`src/rtl/multicycle_controller_if.sv`:
```
// rtl/multicycle_controller_if.sv - decode inputs and datapath control bundle of the multicycle controller
interface multicycle_controller_if;
  // Instruction fields and ALU flag from the datapath
  logic [6:0] op;
  logic [2:0] funct3;
  logic       funct7b5;
  logic       Zero;

  // Datapath enables and selects from the controller
  logic       PCWrite;
  logic       AdrSrc;
  logic       MemWrite;
  logic       IRWrite;
  logic       RegWrite;
  logic [1:0] ResultSrc;
  logic [1:0] ALUSrcA;
  logic [1:0] ALUSrcB;
  logic [2:0] ALUControl;
  logic [1:0] ImmSrc;
  logic [3:0] state;

  // Controller side
  modport master (
    input  op, funct3, funct7b5, Zero,
    output PCWrite, AdrSrc, MemWrite, IRWrite, RegWrite,
    output ResultSrc, ALUSrcA, ALUSrcB, ALUControl, ImmSrc, state
  );

  // Datapath side
  modport slave (
    output op, funct3, funct7b5, Zero,
    input  PCWrite, AdrSrc, MemWrite, IRWrite, RegWrite,
    input  ResultSrc, ALUSrcA, ALUSrcB, ALUControl, ImmSrc, state
  );
endinterface

```
`src/rtl/multicycle_controller.sv`:
```
// rtl/multicycle_controller.sv - RV32I multicycle main control FSM with ALU and immediate decoders
module multicycle_controller (
  input  logic                   clk,
  input  logic                   reset,
  multicycle_controller_if.master bus
);

  typedef enum logic [3:0] {
    FETCH    = 4'd0,
    DECODE   = 4'd1,
    MEMADR   = 4'd2,
    MEMREAD  = 4'd3,
    MEMWB    = 4'd4,
    MEMWRITE = 4'd5,
    EXECUTER = 4'd6,
    EXECUTEI = 4'd7,
    ALUWB    = 4'd8,
    BEQ      = 4'd9,
    JAL      = 4'd10
  } state_t;

  localparam logic [6:0] OP_LW    = 7'b0000011;
  localparam logic [6:0] OP_SW    = 7'b0100011;
  localparam logic [6:0] OP_RTYPE = 7'b0110011;
  localparam logic [6:0] OP_ITYPE = 7'b0010011;
  localparam logic [6:0] OP_BEQ   = 7'b1100011;
  localparam logic [6:0] OP_JAL   = 7'b1101111;

  // Held as a plain 4-bit vector so the unused encodings 11..15 stay
  // representable and recover to FETCH through the default branch.
  logic [3:0] state_q;
  logic [3:0] state_d;

  logic       pc_update;
  logic       branch;
  logic [1:0] alu_op;
  logic       adr_src;
  logic       mem_write;
  logic       ir_write;
  logic       reg_write;
  logic [1:0] result_src;
  logic [1:0] alu_src_a;
  logic [1:0] alu_src_b;
  logic [2:0] alu_control;
  logic [1:0] imm_src;

  // Next-state selection; op is only consulted once the IR has been loaded
  always_comb begin
    state_d = FETCH;
    case (state_q)
      FETCH:  state_d = DECODE;
      DECODE: begin
        case (bus.op)
          OP_LW, OP_SW: state_d = MEMADR;
          OP_RTYPE:     state_d = EXECUTER;
          OP_ITYPE:     state_d = EXECUTEI;
          OP_BEQ:       state_d = BEQ;
          OP_JAL:       state_d = JAL;
          default:      state_d = FETCH;
        endcase
      end
      MEMADR:   state_d = (bus.op == OP_LW) ? MEMREAD : MEMWRITE;
      MEMREAD:  state_d = MEMWB;
      EXECUTER: state_d = ALUWB;
      EXECUTEI: state_d = ALUWB;
      JAL:      state_d = ALUWB;
      MEMWB:    state_d = FETCH;
      MEMWRITE: state_d = FETCH;
      ALUWB:    state_d = FETCH;
      BEQ:      state_d = FETCH;
      default:  state_d = FETCH;
    endcase
  end

  // State register; reset aborts any instruction in flight
  always_ff @(posedge clk or posedge reset) begin
    if (reset) begin
      state_q <= FETCH;
    end else begin
      state_q <= state_d;
    end
  end

  // Moore output decode straight from the state register
  always_comb begin
    pc_update  = 1'b0;
    branch     = 1'b0;
    alu_op     = 2'b00;
    adr_src    = 1'b0;
    mem_write  = 1'b0;
    ir_write   = 1'b0;
    reg_write  = 1'b0;
    result_src = 2'b00;
    alu_src_a  = 2'b00;
    alu_src_b  = 2'b00;
    case (state_q)
      FETCH: begin
        ir_write   = 1'b1;
        pc_update  = 1'b1;
        alu_src_a  = 2'b00;
        alu_src_b  = 2'b10;
        result_src = 2'b10;
      end
      DECODE: begin
        // OldPC + imm: branch target ready before BEQ is entered
        alu_src_a = 2'b01;
        alu_src_b = 2'b01;
      end
      MEMADR: begin
        alu_src_a = 2'b10;
        alu_src_b = 2'b01;
      end
      MEMREAD: begin
        adr_src    = 1'b1;
        result_src = 2'b00;
      end
      MEMWB: begin
        result_src = 2'b01;
        reg_write  = 1'b1;
      end
      MEMWRITE: begin
        adr_src    = 1'b1;
        result_src = 2'b00;
        mem_write  = 1'b1;
      end
      EXECUTER: begin
        alu_src_a = 2'b10;
        alu_src_b = 2'b00;
        alu_op    = 2'b10;
      end
      EXECUTEI: begin
        alu_src_a = 2'b10;
        alu_src_b = 2'b01;
        alu_op    = 2'b10;
      end
      ALUWB: begin
        result_src = 2'b00;
        reg_write  = 1'b1;
      end
      BEQ: begin
        alu_src_a  = 2'b10;
        alu_src_b  = 2'b00;
        alu_op     = 2'b01;
        result_src = 2'b00;
        branch     = 1'b1;
      end
      JAL: begin
        alu_src_a  = 2'b01;
        alu_src_b  = 2'b10;
        result_src = 2'b00;
        pc_update  = 1'b1;
      end
      default: begin
        // Illegal encodings: everything stays at its inactive value
      end
    endcase
  end

  // ALU decoder; only R-type (op[5]=1) with funct7b5 subtracts, addi never does
  always_comb begin
    alu_control = 3'b000;
    case (alu_op)
      2'b00: alu_control = 3'b000;
      2'b01: alu_control = 3'b001;
      2'b10: begin
        case (bus.funct3)
          3'b000:  alu_control = (bus.op[5] & bus.funct7b5) ? 3'b001 : 3'b000;
          3'b010:  alu_control = 3'b101;
          3'b110:  alu_control = 3'b011;
          3'b111:  alu_control = 3'b010;
          default: alu_control = 3'b000;
        endcase
      end
      default: alu_control = 3'b000;
    endcase
  end

  // Immediate format select depends on op only, in every state
  always_comb begin
    imm_src = 2'b00;
    case (bus.op)
      OP_SW:   imm_src = 2'b01;
      OP_BEQ:  imm_src = 2'b10;
      OP_JAL:  imm_src = 2'b11;
      default: imm_src = 2'b00;
    endcase
  end

  // Zero reaches PCWrite combinationally so a taken beq updates PC at the end of BEQ
  assign bus.PCWrite    = pc_update | (branch & bus.Zero);
  assign bus.AdrSrc     = adr_src;
  assign bus.MemWrite   = mem_write;
  assign bus.IRWrite    = ir_write;
  assign bus.RegWrite   = reg_write;
  assign bus.ResultSrc  = result_src;
  assign bus.ALUSrcA    = alu_src_a;
  assign bus.ALUSrcB    = alu_src_b;
  assign bus.ALUControl = alu_control;
  assign bus.ImmSrc     = imm_src;
  assign bus.state      = state_q;

endmodule

```
`src/flat_wrapper.sv`:
```
// flat-port wrapper written by rule: the top's interface ports become plain ports
module multicycle_controller_flat 
  (clk, reset, bus_op, bus_funct3, bus_funct7b5, bus_Zero, bus_PCWrite, bus_AdrSrc, bus_MemWrite, bus_IRWrite, bus_RegWrite, bus_ResultSrc, bus_ALUSrcA, bus_ALUSrcB, bus_ALUControl, bus_ImmSrc, bus_state);
  multicycle_controller_if bus_i ();
  input  logic clk;
  input  logic reset;
  input wire logic [$bits(bus_i.op)-1:0] bus_op;
  input wire logic [$bits(bus_i.funct3)-1:0] bus_funct3;
  input wire logic [$bits(bus_i.funct7b5)-1:0] bus_funct7b5;
  input wire logic [$bits(bus_i.Zero)-1:0] bus_Zero;
  output wire logic [$bits(bus_i.PCWrite)-1:0] bus_PCWrite;
  output wire logic [$bits(bus_i.AdrSrc)-1:0] bus_AdrSrc;
  output wire logic [$bits(bus_i.MemWrite)-1:0] bus_MemWrite;
  output wire logic [$bits(bus_i.IRWrite)-1:0] bus_IRWrite;
  output wire logic [$bits(bus_i.RegWrite)-1:0] bus_RegWrite;
  output wire logic [$bits(bus_i.ResultSrc)-1:0] bus_ResultSrc;
  output wire logic [$bits(bus_i.ALUSrcA)-1:0] bus_ALUSrcA;
  output wire logic [$bits(bus_i.ALUSrcB)-1:0] bus_ALUSrcB;
  output wire logic [$bits(bus_i.ALUControl)-1:0] bus_ALUControl;
  output wire logic [$bits(bus_i.ImmSrc)-1:0] bus_ImmSrc;
  output wire logic [$bits(bus_i.state)-1:0] bus_state;
  assign bus_i.op = bus_op;
  assign bus_i.funct3 = bus_funct3;
  assign bus_i.funct7b5 = bus_funct7b5;
  assign bus_i.Zero = bus_Zero;
  assign bus_PCWrite = bus_i.PCWrite;
  assign bus_AdrSrc = bus_i.AdrSrc;
  assign bus_MemWrite = bus_i.MemWrite;
  assign bus_IRWrite = bus_i.IRWrite;
  assign bus_RegWrite = bus_i.RegWrite;
  assign bus_ResultSrc = bus_i.ResultSrc;
  assign bus_ALUSrcA = bus_i.ALUSrcA;
  assign bus_ALUSrcB = bus_i.ALUSrcB;
  assign bus_ALUControl = bus_i.ALUControl;
  assign bus_ImmSrc = bus_i.ImmSrc;
  assign bus_state = bus_i.state;
  multicycle_controller u_core (.clk(clk), .reset(reset), .bus(bus_i));
endmodule
```
`config.mk`:
```
export PLATFORM = sky130hd
export DESIGN_NAME = multicycle_controller_flat
export DESIGN_NICKNAME = d
export VERILOG_FILES = /design/src/rtl/multicycle_controller_if.sv /design/src/rtl/multicycle_controller.sv /design/src/flat_wrapper.sv
export SDC_FILE = /design/constraint.sdc
export NUM_CORES = 1
export LEC_CHECK = 0
export ABC_CLOCK_PERIOD_IN_PS = 3200
export CAP_MARGIN = 5
export CELL_PAD_IN_SITES_DETAIL_PLACEMENT = 1
export CELL_PAD_IN_SITES_GLOBAL_PLACEMENT = 1
export CORE_MARGIN = 2
export CORE_UTILIZATION = 42
export DETAILED_ROUTE_END_ITERATION = 12
export DONT_BUFFER_PORTS = 1
export HOLD_SLACK_MARGIN = 0.03
export PLACE_DENSITY = 0.85
export SLEW_MARGIN = 40
export SYNTH_ARGS = -nofsm -noshare
export SYNTH_HDL_FRONTEND = slang
export SYNTH_SLANG_ARGS = --single-unit
```
`constraint.sdc`:
```
create_clock -name clk -period 3.2 [get_ports clk]
set_clock_uncertainty 0.15 [all_clocks]
set_input_delay 0.48 -clock clk [delete_from_list [all_inputs] [get_ports clk]]
set_output_delay 0.48 -clock clk [all_outputs]
set_load 0.01 [all_outputs]
```
==> summary.txt, run 1 <==
Clock network
  – Root Buffer: clkbuf_4
  – Hold buffer count at CTS: 1
  – CTS buffer count: 3
  – Clock buffer depth: 2
  – Cts repair resizes: 0
  – # H-tree levels: 1
  – Clock latency on the worst-skew pair: 0.23 ns
  – Post-CTS setup buffers: 0
  – Clock sinks: 4
  – CTS tree: done
  – Reg clk slew, reported paths: 0.04 ns

Critical path
  – Reg2reg path depth: 3
  – CP Class: flop to output port
  – FF-to-FF Start: u_core.bus.state[3]
  – Crit. End Element: output port
  – Critical path's slowest cell: dfrtp_1
  – Slowest stage delay, CP: 0.68 ns
  – Cells along the critical path: nand2b_1, nor2_1, ha_1, nor4_1
  – R2R Path End: u_core.bus.state[0]
  – Worst-path maximum fanout: 17
  – CP arrival: 2.12 ns
  – Reg2reg setup slack: 1.50 ns
  – Worst EP required: 2.57 ns
  – Startpoint type of the worst setup path: flop

Pwr
  – Static Leak: 0.242 nW
  – Total power: 283 uW
  – Pwr Density: 482 nW/um^2
  – Peak VDD IR: 0.251 mV

Min path
  – Worst min-delay path class: input port to flop
  – Hold Path Sink: u_core.bus.state[1]
  – HP Start: bus_op[0]
  – Hold Path Depth: 2

Timing
  – Setup repair after global routing missed its margin: false
  – Final Cycle Share: 86.1%
  – Worst slew margin: 57.7%
  – Final Critical Period: 2.75 ns
  – Max Clock Freq: 363 MHz
  – Setup TNS: 0 ns
  – Hold WS: 0.291 ns
  – Setup ws final: 0.445 ns
  – Final Hold Vio Count: 0
  – Setup violators final: 0
  – Final Max Slew Viols: 0
  – Measured slew at the worst slew-check pin: 0.630 ns

Logic synthesis
  – Number of flops mapped to enable cells by yosys: 0
  – Syn_nets: 93
  – Most used flip-flop cell after synthesis: dfrtp_1
  – Synth warn: 0
  – Avg Cell Area, Syn: 7.23 um^2
  – Post-Syn Area: 557 um^2
  – Gate Count Post-Synth: 77
  – Sequential area share after synthesis: 18.0%
  – Post-synth cell types: 34
  – Asr flop ratio synth: 100%
  – Flops & latches, synth: 4

Routing
  – Vias per inst: 6.10
  – Router iterations before antenna repair: 4
  – Final wirelength: 1480 um
  – Starting DRT DRC Count: 3
  – Wire per inst: 16.0 um
  – Vias: 561
  – ANT nets after route: 0
  – Residual DRC: 0

Floorplanning
  – # rows: 13
  – Starting density of the core: 43.9%
  – Die X: 40.4 um
  – Core Area: 1270 um^2
  – Die height: 40.4 um
  – Io pins: 34
  – Die ar.: 1630 um^2

Finish
  – Final Core Density: 46.4%
  – Area Growth Syn to Fin: 5.62%
  – Max reg flops: 4
  – Antenna fix cells: 0
  – Reg area: 100 um^2
  – Fin nets: 95
  – Post-route cell area: 588 um^2
  – Multi-input gate area: 414 um^2
  – Finished Layout Cells: 92
  – Fillers: 174
  – Ratio of cells with drive above 1 in the final layout: 6.49%

GRT
  – Gr ovfl total: 0
  – Largest net degree at the start of global routing: 18
  – Vias in the first global route: 537
  – Initial antenna violation count: 0
  – First-pass GRT wire length: 2130 um
  – GRT Util Overall: 19.0%

Run status
  – Status: complete, no violations

Placed design
  – DPL Wire Length: 1130 um
  – DP Worst Slack: 0.704 ns
  – Gp weighted congestion: 0.756
  – Placed cells: 88
  – Area after DPL: 556 um^2
  – Port bufs: 0

Flow run
  – Max-Cap Viols: 0
cell usage after synthesis, types with 2 or more instances:
cell type	number	area [um^2]
nor4_1	3	18.8
and3b_1	2	17.5
and3_1	3	18.8
nor2b_1	5	31.3
a21oi_1	2	10.0
nor3_1	4	20.0
xnor2_1	3	26.3
o21ai_0	5	25.0
buf_2	4	20.0
nand2_1	3	11.3
nor2_1	8	30.0
ha_1	2	25.0
nor3b_1	2	15.0
inv_1	4	15.0
nand2b_1	4	25.0
o21a_1	2	15.0
dfrtp_1	4	100
area by class of cell:
class	instances	area share, %
tap	15	3.19
clock buffer	3	3.83
multi-input combinational	64	70.4
sequential	4	17.0
inverter	4	2.55
timing repair buffer	2	2.98
placed cells by master (no fill, tap or decap), types with 4 or more instances in the layout:
master / synthesis / layout
nor2_1: 8 / 8
nor2b_1: 5 / 5
o21ai_0: 5 / 5
dfrtp_1: 4 / 4
nor3_1: 4 / 4
inv_1: 4 / 4
nand2b_1: 4 / 4
power by group:
part	internal, mW	leakage, nW	switching [mW]	total [mW]
registers	0.0580	0.0538	0.0359	0.0939
clock network	0.0418	0.0138	0.0183	0.0601
logic	0.0519	0.175	0.0776	0.130
cells by family (layout without fill, tap and decap cells):
logic type | after synthesis | after routing | synth area share (%)
xor gates and xnor gates | 4 | 4 | 6.29
and+or+nand+nor | 41 | 41 | 43.4
muxes | 1 | 1 | 1.80
adders and majority gates | 2 | 2 | 4.49
AOI/OAI and AO/OA | 16 | 16 | 18.4
DFF | 4 | 4 | 18.0
buffers and inverters | 9 | 9 | 7.64
routing by layer:
layer  track usage (%)  vias to the layer above  routed length, um
met5                 0                        -                  0
met4              7.50                        0                  0
met3              4.44                        0                 96
met2              32.9                       21                738
met1              22.0                      265                640
li1                  -                      275                  -
worst max-delay path, delay by kind of cell (launching register included):
kind,cells,cell delay [ns]
DFF,1,0.68
adders and majority gates,1,0.27
and+or+nand+nor,3,0.94
worst max path at each step:
stage,startpoint,cells after the start,endpoint
after floorplan,u_core.bus.state[2],5,bus_ALUControl[2]
after global placement,u_core.bus.state[0],4,bus_ALUControl[2]
after detailed placement,u_core.bus.state[0],4,bus_ALUControl[2]
after CTS,u_core.bus.state[0],4,bus_ALUControl[2]
after global routing,u_core.bus.state[0],4,bus_ALUControl[2]
final,u_core.bus.state[0],4,bus_ALUControl[2]
(Power assumes the default switching activity.)
==> run 2: changes to the inputs <==
--- a/config.mk
+++ b/config.mk
@@ -5,7 +5,6 @@
 export SDC_FILE = /design/constraint.sdc
 export NUM_CORES = 1
 export LEC_CHECK = 0
-export ABC_CLOCK_PERIOD_IN_PS = 3200
 export CAP_MARGIN = 5
 export CELL_PAD_IN_SITES_DETAIL_PLACEMENT = 1
 export CELL_PAD_IN_SITES_GLOBAL_PLACEMENT = 1
@@ -15,6 +14,7 @@
 export DONT_BUFFER_PORTS = 1
 export HOLD_SLACK_MARGIN = 0.03
 export PLACE_DENSITY = 0.85
+export SKIP_CTS_REPAIR_TIMING = 1
 export SLEW_MARGIN = 40
 export SYNTH_ARGS = -nofsm -noshare
 export SYNTH_HDL_FRONTEND = slang
==> results of run 2 <==
Same layout as run 1: the final DEF is identical, and so are final timing and power.
